[src/rtl/csr_arbiter.sv]
// Round-robin arbiter that funnels several CSR requesters into a single-entry CSR buffer.
// Only one op is outstanding at a time; a watchdog abandons ops whose commit never arrives.
module csr_arbiter #(
    parameter int NR_REQ  = 2,
    parameter int XLEN    = 64,
    parameter int TIMEOUT = 64
) (
    input  logic                      clk_i,
    input  logic                      rst_i,
    input  logic                      flush_i,
    input  logic [NR_REQ-1:0]         req_valid_i,
    output logic [NR_REQ-1:0]         req_ready_o,
    input  logic [NR_REQ*12-1:0]      req_addr_i,
    input  logic [NR_REQ*XLEN-1:0]    req_wdata_i,
    output logic                      csr_valid_o,
    input  logic                      csr_ready_i,
    output logic [11:0]               csr_addr_o,
    output logic [XLEN-1:0]           csr_wdata_o,
    input  logic                      csr_commit_i,
    output logic [$clog2(NR_REQ)-1:0] grant_id_o,
    output logic                      busy_o,
    output logic                      timeout_o
);

    localparam int IDW = $clog2(NR_REQ);
    localparam int WDW = $clog2(TIMEOUT);

    typedef enum logic [1:0] {
        IDLE,
        ISSUE,
        WAIT_COMMIT
    } state_e;

    state_e           state_q, state_d;
    logic [IDW-1:0]   rr_q, rr_d;
    logic [WDW-1:0]   wd_q, wd_d;
    logic             hold_q;
    logic             expire;

    logic             pick_vld;
    logic [IDW-1:0]   pick_id;
    logic [IDW-1:0]   idx;
    logic [11:0]      pick_addr;
    logic [XLEN-1:0]  pick_wdata;
    logic             accept;

    logic [11:0]      addr_p1;
    logic [XLEN-1:0]  wdata_p1;
    logic [IDW-1:0]   owner_p1;

    function automatic logic [IDW-1:0] wrap_inc(input logic [IDW-1:0] v);
        if (v == IDW'(NR_REQ - 1)) begin
            return '0;
        end
        return v + 1'b1;
    endfunction

    function automatic logic [NR_REQ-1:0] onehot(input logic [IDW-1:0] id);
        logic [NR_REQ-1:0] r;
        r     = '0;
        r[id] = 1'b1;
        return r;
    endfunction

    // Arbitration: first valid requester at or above rr_q, wrapping around.
    always_comb begin
        pick_vld = 1'b0;
        pick_id  = '0;
        idx      = rr_q;
        for (int k = 0; k < NR_REQ; k++) begin
            if (!pick_vld && req_valid_i[idx]) begin
                pick_vld = 1'b1;
                pick_id  = idx;
            end
            idx = wrap_inc(idx);
        end
    end

    always_comb begin
        pick_addr  = '0;
        pick_wdata = '0;
        for (int k = 0; k < NR_REQ; k++) begin
            if (pick_id == IDW'(k)) begin
                pick_addr  = req_addr_i[k*12 +: 12];
                pick_wdata = req_wdata_i[k*XLEN +: XLEN];
            end
        end
    end

    // hold_q keeps the arbiter from granting in the first cycle out of reset.
    assign accept = (state_q == IDLE) && !hold_q && !flush_i && !rst_i && pick_vld;

    always_comb begin
        state_d = state_q;
        rr_d    = rr_q;
        wd_d    = wd_q;
        expire  = 1'b0;
        if (flush_i) begin
            state_d = IDLE;
            wd_d    = '0;
        end else begin
            case (state_q)
                IDLE: begin
                    if (accept) begin
                        state_d = ISSUE;
                    end
                end
                ISSUE: begin
                    if (csr_ready_i) begin
                        state_d = WAIT_COMMIT;
                        wd_d    = '0;
                    end
                end
                WAIT_COMMIT: begin
                    if (csr_commit_i) begin
                        state_d = IDLE;
                        rr_d    = wrap_inc(owner_p1);
                    end else if (wd_q == WDW'(TIMEOUT - 1)) begin
                        state_d = IDLE;
                        rr_d    = wrap_inc(owner_p1);
                        expire  = 1'b1;
                    end else begin
                        wd_d = wd_q + 1'b1;
                    end
                end
                default: begin
                    state_d = IDLE;
                end
            endcase
        end
    end

    always_ff @(posedge clk_i) begin
        if (rst_i) begin
            state_q <= IDLE;
            rr_q    <= '0;
            wd_q    <= '0;
            hold_q  <= 1'b1;
        end else begin
            state_q <= state_d;
            rr_q    <= rr_d;
            wd_q    <= wd_d;
            hold_q  <= 1'b0;
        end
    end

    // Stage p1: op captured at acceptance, held until the next acceptance.
    always_ff @(posedge clk_i) begin
        if (rst_i) begin
            addr_p1  <= '0;
            wdata_p1 <= '0;
            owner_p1 <= '0;
        end else if (accept) begin
            addr_p1  <= pick_addr;
            wdata_p1 <= pick_wdata;
            owner_p1 <= pick_id;
        end
    end

    // Outputs are masked while reset is asserted so nothing stale leaks out.
    assign req_ready_o = accept ? onehot(pick_id) : '0;
    assign csr_valid_o = !rst_i && (state_q == ISSUE);
    assign busy_o      = !rst_i && (state_q != IDLE);
    assign timeout_o   = !rst_i && expire;
    assign csr_addr_o  = rst_i ? '0 : addr_p1;
    assign csr_wdata_o = rst_i ? '0 : wdata_p1;
    assign grant_id_o  = rst_i ? '0 : owner_p1;

    a_ready_onehot: assert property (@(posedge clk_i) disable iff (rst_i)
        $onehot0(req_ready_o));
    a_ready_idle: assert property (@(posedge clk_i) disable iff (rst_i)
        (|req_ready_o) |-> (state_q == IDLE));
    a_wd_range: assert property (@(posedge clk_i) disable iff (rst_i)
        (state_q == WAIT_COMMIT) |-> (wd_q <= WDW'(TIMEOUT - 1)));

endmodule
[config.mk]
export PLATFORM = sky130hd
export DESIGN_NAME = csr_arbiter
export DESIGN_NICKNAME = d
export VERILOG_FILES = /design/src/rtl/csr_arbiter.sv
export SDC_FILE = /design/constraint.sdc
export NUM_CORES = 1
export LEC_CHECK = 0
export ABC_AREA = 0
export CAP_MARGIN = 15
export CELL_PAD_IN_SITES_DETAIL_PLACEMENT = 1
export CELL_PAD_IN_SITES_GLOBAL_PLACEMENT = 2
export CORE_ASPECT_RATIO = 1.1
export CORE_MARGIN = 3
export CORE_UTILIZATION = 21
export DETAILED_ROUTE_END_ITERATION = 10
export PLACE_DENSITY_LB_ADDON = 0.1
export SLEW_MARGIN = 20
export SYNTH_ARGS = -nofsm -noshare
export SYNTH_HDL_FRONTEND = slang
export SYNTH_SLANG_ARGS = --single-unit
[constraint.sdc]
create_clock -name clk_i -period 3.5 [get_ports clk_i]
set_input_delay 1.05 -clock clk_i [delete_from_list [all_inputs] [get_ports clk_i]]
set_output_delay 1.05 -clock clk_i [all_outputs]
set_load 0.01 [all_outputs]
==> flow_summary.toml, run 1 <==
[run_status]
status = "completed"

[timing]
layout_min_cycle_time_ps = 3410
rsz0062_at_grt = "false"
fin_skew_ps = 7.39
holdWs_ps = 495
worst_pin_slew_ps = 591
finalCritPeriodShare = 0.974
fmax_mhz = 293
fin_ws_ps = 92.5
relSlewSlack = 0.606
hold_violations = 0
slew_viol_final = 0
setup_viol = 0

[drt]
drc_errors = 0
vias = 4310
wl_mm = 15.7
drt-initial-drc-count = 119
ant_nets = 0
via_per_inst = 4.47
drt_first_pass_iters = 4
wl_per_cell_um = 16.3

[global_routing]
gr-total-overflow = 0
globalRouteTotalUtil = 0.137
grt_pass1_vias = 4567
grt_max_degree = 83
antenna_found_initial = 0
grt_pass1_wl_mm = 24.0

[worst_setup_path]
path_buf_inv = 2
setup.worst_path.class = "in -> out"
startpoint_type = "input port"
slowest_delay_ps = 510
worstPathRequired_ps = 2450
crit_arrival_ps = 2360
worstPathMaxFanout = 2
r2r_slack_ps = 1620
cp_top_family = "buffers and inverters"
crit_chain = "clkdlybuf4s50_1 -> o21bai_1 -> or4_4 -> nor2_4 -> buf_6"
crit_slowest_cell = "clkdlybuf4s50_1"
cp-end-kind = "output port"

[synthesis]
synth_cells = 482
avgSynthCellArea_sq_um = 8.98
synth_nets = 642
syn_area_sq_mm = 0.00433
ys_types = 38
yosysWarnings = 0
synth-edff-count = 0
yosysSeqAreaShare = 0.403
synth_area_leaders = "dfxtp_1 (40%), mux2i_1 (16%), nor2b_1 (11%)"
synthFlopType = "dfxtp_1"
yosys.area.top_type_share = 0.403
yosys.area.top_type = "dfxtp_1"
ys_seq_elements = 87
ys_async_sr_fraction = 0

[final_layout]
drive_gt1_frac = 0.0617
n_antenna_cell = 0
finalNonFillerCells = 965
syn_to_final_growth_pct = 70.7
regArea_sq_mm = 0.00174
fill_cells = 2277
multiInputGateArea_sq_mm = 0.00241
fin_nets = 869

[floorplanning]
fp.dieW_um = 143
num_rows = 54
die_h_um = 157
die-area_sq_mm = 0.0224
start_util = 0.216
ioPinCount = 241
coreArea_sq_mm = 0.0201

[power]
leakagePower_nw = 2.86
power_density_mw_per_mm2 = 347
ir_drop_uv = 210

[clock_tree]
clk_pin_slew_ps = 60
cts-root-buf = "clkbuf_16"
numCtsBuffers = 9
htreeDepth = 3
ctsHoldBuffers = 0
clock_latency_ps = 340
cts_tree = "yes"
cts.sinks = 87
clockBufferDepth = 2

[placed_design]
dp_hpwl_mm = 12.0
place.gp.congestion = 0.779
port_buffers = 240
pre_cts_ws_ps = -471
place_inst = 949

[flow_run]
maxCapViolCount = 0

[worst_hold_path]
hold_path.class = "reg -> reg"
[what timing repair did]
item                                   CTS  global route
endpoints found under the hold margin    0             0
pin swaps                                2             0
setup buffers                            1             0
resized for setup                       15             1
setup endpoints to repair                3             1
[logic make-up after synthesis]
logic type	count (synthesis)	share of synthesized area
adders and majority gates	1	0.00289
muxes	68	0.157
DFF	87	0.403
buffers and inverters	44	0.0477
AOI/OAI and AO/OA	107	0.179
and+or+nand+nor	175	0.210
[stage by stage]
| step | util | total power [W] | area [sq um] | setup TNS [ps] |
|---|---|---|---|---|
| 2_1_floorplan | - | 0.00126 | 4330 | 0 |
| 3_3_place_gp | 0.351 | 0.00154 | 7050 | -1060 |
| 3_5_place_dp | 0.351 | 0.00155 | 7050 | -1330 |
| 4_1_cts | 0.368 | 0.00262 | 7380 | 0 |
| 5_1_grt | 0.368 | 0.00270 | 7380 | 0 |
| 6_report | 0.368 | 0.00256 | 7380 | 0 |
[synth_stat cells, types with 2 or more instances]
cell        n
nand2_1    23
nand3_1     7
buf_2      15
clkbuf_1   23
a2111o_1    4
a21oi_1     8
nor4_1      2
nor2_1     54
buf_6       3
a22oi_1     8
nor2b_1    77
mux2i_1    68
a211oi_1   50
o21ai_0    22
dfxtp_1    87
o2bb2ai_1   8
inv_1       2
[worst paths after layout]
| kind | from | end | depth (start not counted) |
|---|---|---|---|
| setup reg to reg | state_q[1] | wd_q[5] | 4 |
| hold / removal | wdata_p1[30] | wdata_p1[30] | 2 |
| setup / recovery | req_valid_i[0] | req_ready_o[1] | 5 |
| hold reg to reg | wdata_p1[30] | wdata_p1[30] | 2 |
[state kept, by name (all words and copies together), names as in the netlist]
name / flops
wd_q: 6
owner_p1: 1
wdata_p1: 64
hold_q: 1
addr_p1: 12
rr_q: 1
state_q: 2
[cell usage in the layout, fill, tap and decap left out, types with 4 or more instances in the layout]
cell             netlist  layout
a21oi_1                8       8
dfxtp_1               87      87
a22oi_1                8       8
nand2_1               23      23
a211oi_1              50      50
buf_12                 0       5
clkbuf_16              0       9
nor2_1                54      54
mux2i_1               68      68
o21ai_0               22      21
clkdlybuf4s50_1        0     234
buf_4                  0      14
a2111o_1               4       4
nor2b_1               77      77
o2bb2ai_1              8       8
nand3_1                7       7
[tightest hold or removal path, stage by stage (launching register included)]
cell	delay (ps)
dfxtp_1	300
nor2_1	90
a211oi_1	50
[layer usage]
| metal | GRT usage | up-vias | share of wire |
|---|---|---|---|
| li1 | - | 2156 | - |
| met1 | 0.160 | 2004 | 0.42 |
| met2 | 0.231 | 137 | 0.49 |
| met3 | 0.0471 | 13 | 0.080 |
| met4 | 0.0516 | 0 | 0.016 |
| met5 | 0 | - | 0 |
[area by class of cell]
type | count | area share
Clock inverter | 4 | 0.00949
Sequential cell | 87 | 0.236
Multi-Input combinational cell | 351 | 0.326
Clock buffer | 11 | 0.0329
Inverter | 2 | 0.00102
Tap cell | 252 | 0.0427
Timing Repair Buffer | 258 | 0.352
[where the power goes]
group	total [W]	internal, W	switching, W
Clock	0.00104	0.000639	0.000400
Combinational	0.000473	0.000292	0.000181
Sequential	0.00105	0.00103	0.0000162
Total	0.00256	0.00196	0.000598
Power figures use the tool's default switching activity.
==> run 2: changes to the inputs <==
- CORE_ASPECT_RATIO: 1.1 -> 0.75
==> run 2 against run 1 <==
  * Power about the same
  * Critical path depth stayed put
  * Worst hold slack better by 2.7 ps
  * Wire length increased by 0.95%
  * Clock power barely moved
  * Via count decreased by 0.86%
  * Non-clock buffer count unchanged
  * Count of clock-buffer cells in the layout is 2 lower
  * First-iteration DRC count is 43% higher
  * Critical endpoint unchanged
  * Largest cell class unchanged
  * Largest power group unchanged
==> flow_summary.toml, run 2 (synthesis gave the netlist of run 1 again) <==
[run_status]
status = "completed"

[worst_setup_path]
cp-end-kind = "output port"
crit_arrival_ps = 2400
r2r_slack_ps = 1600
worstPathMaxFanout = 2
cp-startpoint = "flush_i"
r2r_end = "wdata_p1[32]"
r2r_start = "hold_q"
setup.worst_path.class = "in -> out"
worstPathRequired_ps = 2450
startpoint_type = "input port"
r2r_cells = 6

[global_routing]
antenna_found_initial = 1
grt_max_degree = 100
grt_pass1_vias = 4340
gr-total-overflow = 0
globalRouteTotalUtil = 0.132
grt_pass1_wl_mm = 22.9

[final_layout]
multiInputGateArea_sq_mm = 0.00240
largestRegisters = "wdata_p1: 64 flops, addr_p1: 12 flops, wd_q: 6 flops"
drive_gt1_frac = 0.0631
largest_register_ffs = 64
final_cell_mix = "clkdlybuf4s50_1 (236), dfxtp_1 (87), nor2b_1 (77)"
regArea_sq_mm = 0.00174
fill_cells = 2240
n_antenna_cell = 0
syn_to_final_growth_pct = 71.3
layout_commonest_cell = "clkdlybuf4s50_1"
fin_nets = 869
top_register = "wdata_p1"

[timing]
finalCritPeriodShare = 0.985
worst_pin_slew_ps = 749
hold_violations = 0
setup_viol = 0
slew_viol_final = 0
fin_skew_ps = 4.56
fmax_mhz = 290
layout_min_cycle_time_ps = 3450
fin_ws_ps = 54.2
finalSetupTns_ps = 0
relSlewSlack = 0.496
rsz0062_at_grt = "false"

[worst_hold_path]
holdPathStages = 2
min_to = "addr_p1[4]"
min_from = "addr_p1[4]"
hold_path.class = "reg -> reg"

[clock_tree]
clockBufferDepth = 2
cts_tree = "yes"
cts.sinks = 87
clk_pin_slew_ps = 60
clock_latency_ps = 340
cts_setup_buffers = 0
ctsHoldBuffers = 0
numCtsBuffers = 9
cts-root-buf = "clkbuf_16"
htreeDepth = 3

[floorplanning]
die_h_um = 130
coreArea_sq_mm = 0.0198
ioPinCount = 241
num_rows = 44
start_util = 0.219
die-area_sq_mm = 0.0224
fp.dieW_um = 172

[placed_design]
dp_hpwl_mm = 11.5
pre_cts_ws_ps = -439
port_buffers = 240
place.gp.congestion = 0.761

[flow_run]
maxCapViolCount = 0

[drt]
drt-initial-drc-count = 170
drt_first_pass_iters = 4
via_per_inst = 4.42
drc_errors = 0
wl_per_cell_um = 16.4
wl_mm = 15.9
ant_nets = 0
vias = 4273

[power]
ir_drop_uv = 170
power_density_mw_per_mm2 = 346
leakagePower_nw = 2.86
==> run 2: power by group <==
| part | switching (W) | internal (W) |
|---|---|---|
| Combinational | 0.000184 | 0.000298 |
| Clock | 0.000410 | 0.000620 |
| Sequential | 0.0000170 | 0.00103 |
| Total | 0.000611 | 0.00195 |
==> run 2: worst max-delay path by stage <==
stage | end | depth (start not counted)
CTS | csr_wdata_o[57] | 5
global route | req_ready_o[1] | 5
detailed placement | req_ready_o[1] | 5
floorplan | req_ready_o[1] | 5
global placement | req_ready_o[1] | 5
finish | req_ready_o[1] | 5
==> run 2: layout make-up <==
class	count	share of cell area
Tap cell	253	0.0427
Clock inverter	6	0.0116
Clock buffer	9	0.0304
Timing Repair Buffer	258	0.355
Sequential cell	87	0.235
Multi-Input combinational cell	351	0.324
Inverter	2	0.00101
==> run 2: stage by stage <==
stage	area (sq um)	utilization	power (W)	instances	hold slack, ps
floorplan	4330	-	0.00126	482	445
global placement	7020	0.355	0.00154	949	461
detailed placement	7020	0.355	0.00155	949	489
CTS	7330	0.371	0.00261	964	498
global route	7410	0.375	0.00270	966	510
finish	7410	0.375	0.00256	966	498
==> run 2: per-layer routing <==
metal | share of wire | global-route usage | up-vias | routed length [um]
met5 | 0.0011 | 0 | - | 17
met2 | 0.44 | 0.214 | 152 | 7020
met1 | 0.45 | 0.162 | 1942 | 7180
met3 | 0.092 | 0.0542 | 15 | 1450
met4 | 0.012 | 0.0361 | 2 | 183
li1 | - | - | 2162 | -
==> run 2: critical path: stages <==
cell and delay [ps]:
clkdlybuf4s50_1 430, or2_1 260, or4_4 440, nor2_4 110, buf_6 110
==> run 2: timing repair <==
action | in CTS | in global routing
endpoints found under the setup margin | 16 | 21
pin swaps | 4 | 0
cloned | 0 | 2
resized for setup | 16 | 6
==> run 3: changes to the inputs <==
- SLEW_MARGIN: 20 -> 0
==> results of run 3 <==
Same layout as run 2: the final DEF is identical, and so are final timing and power.
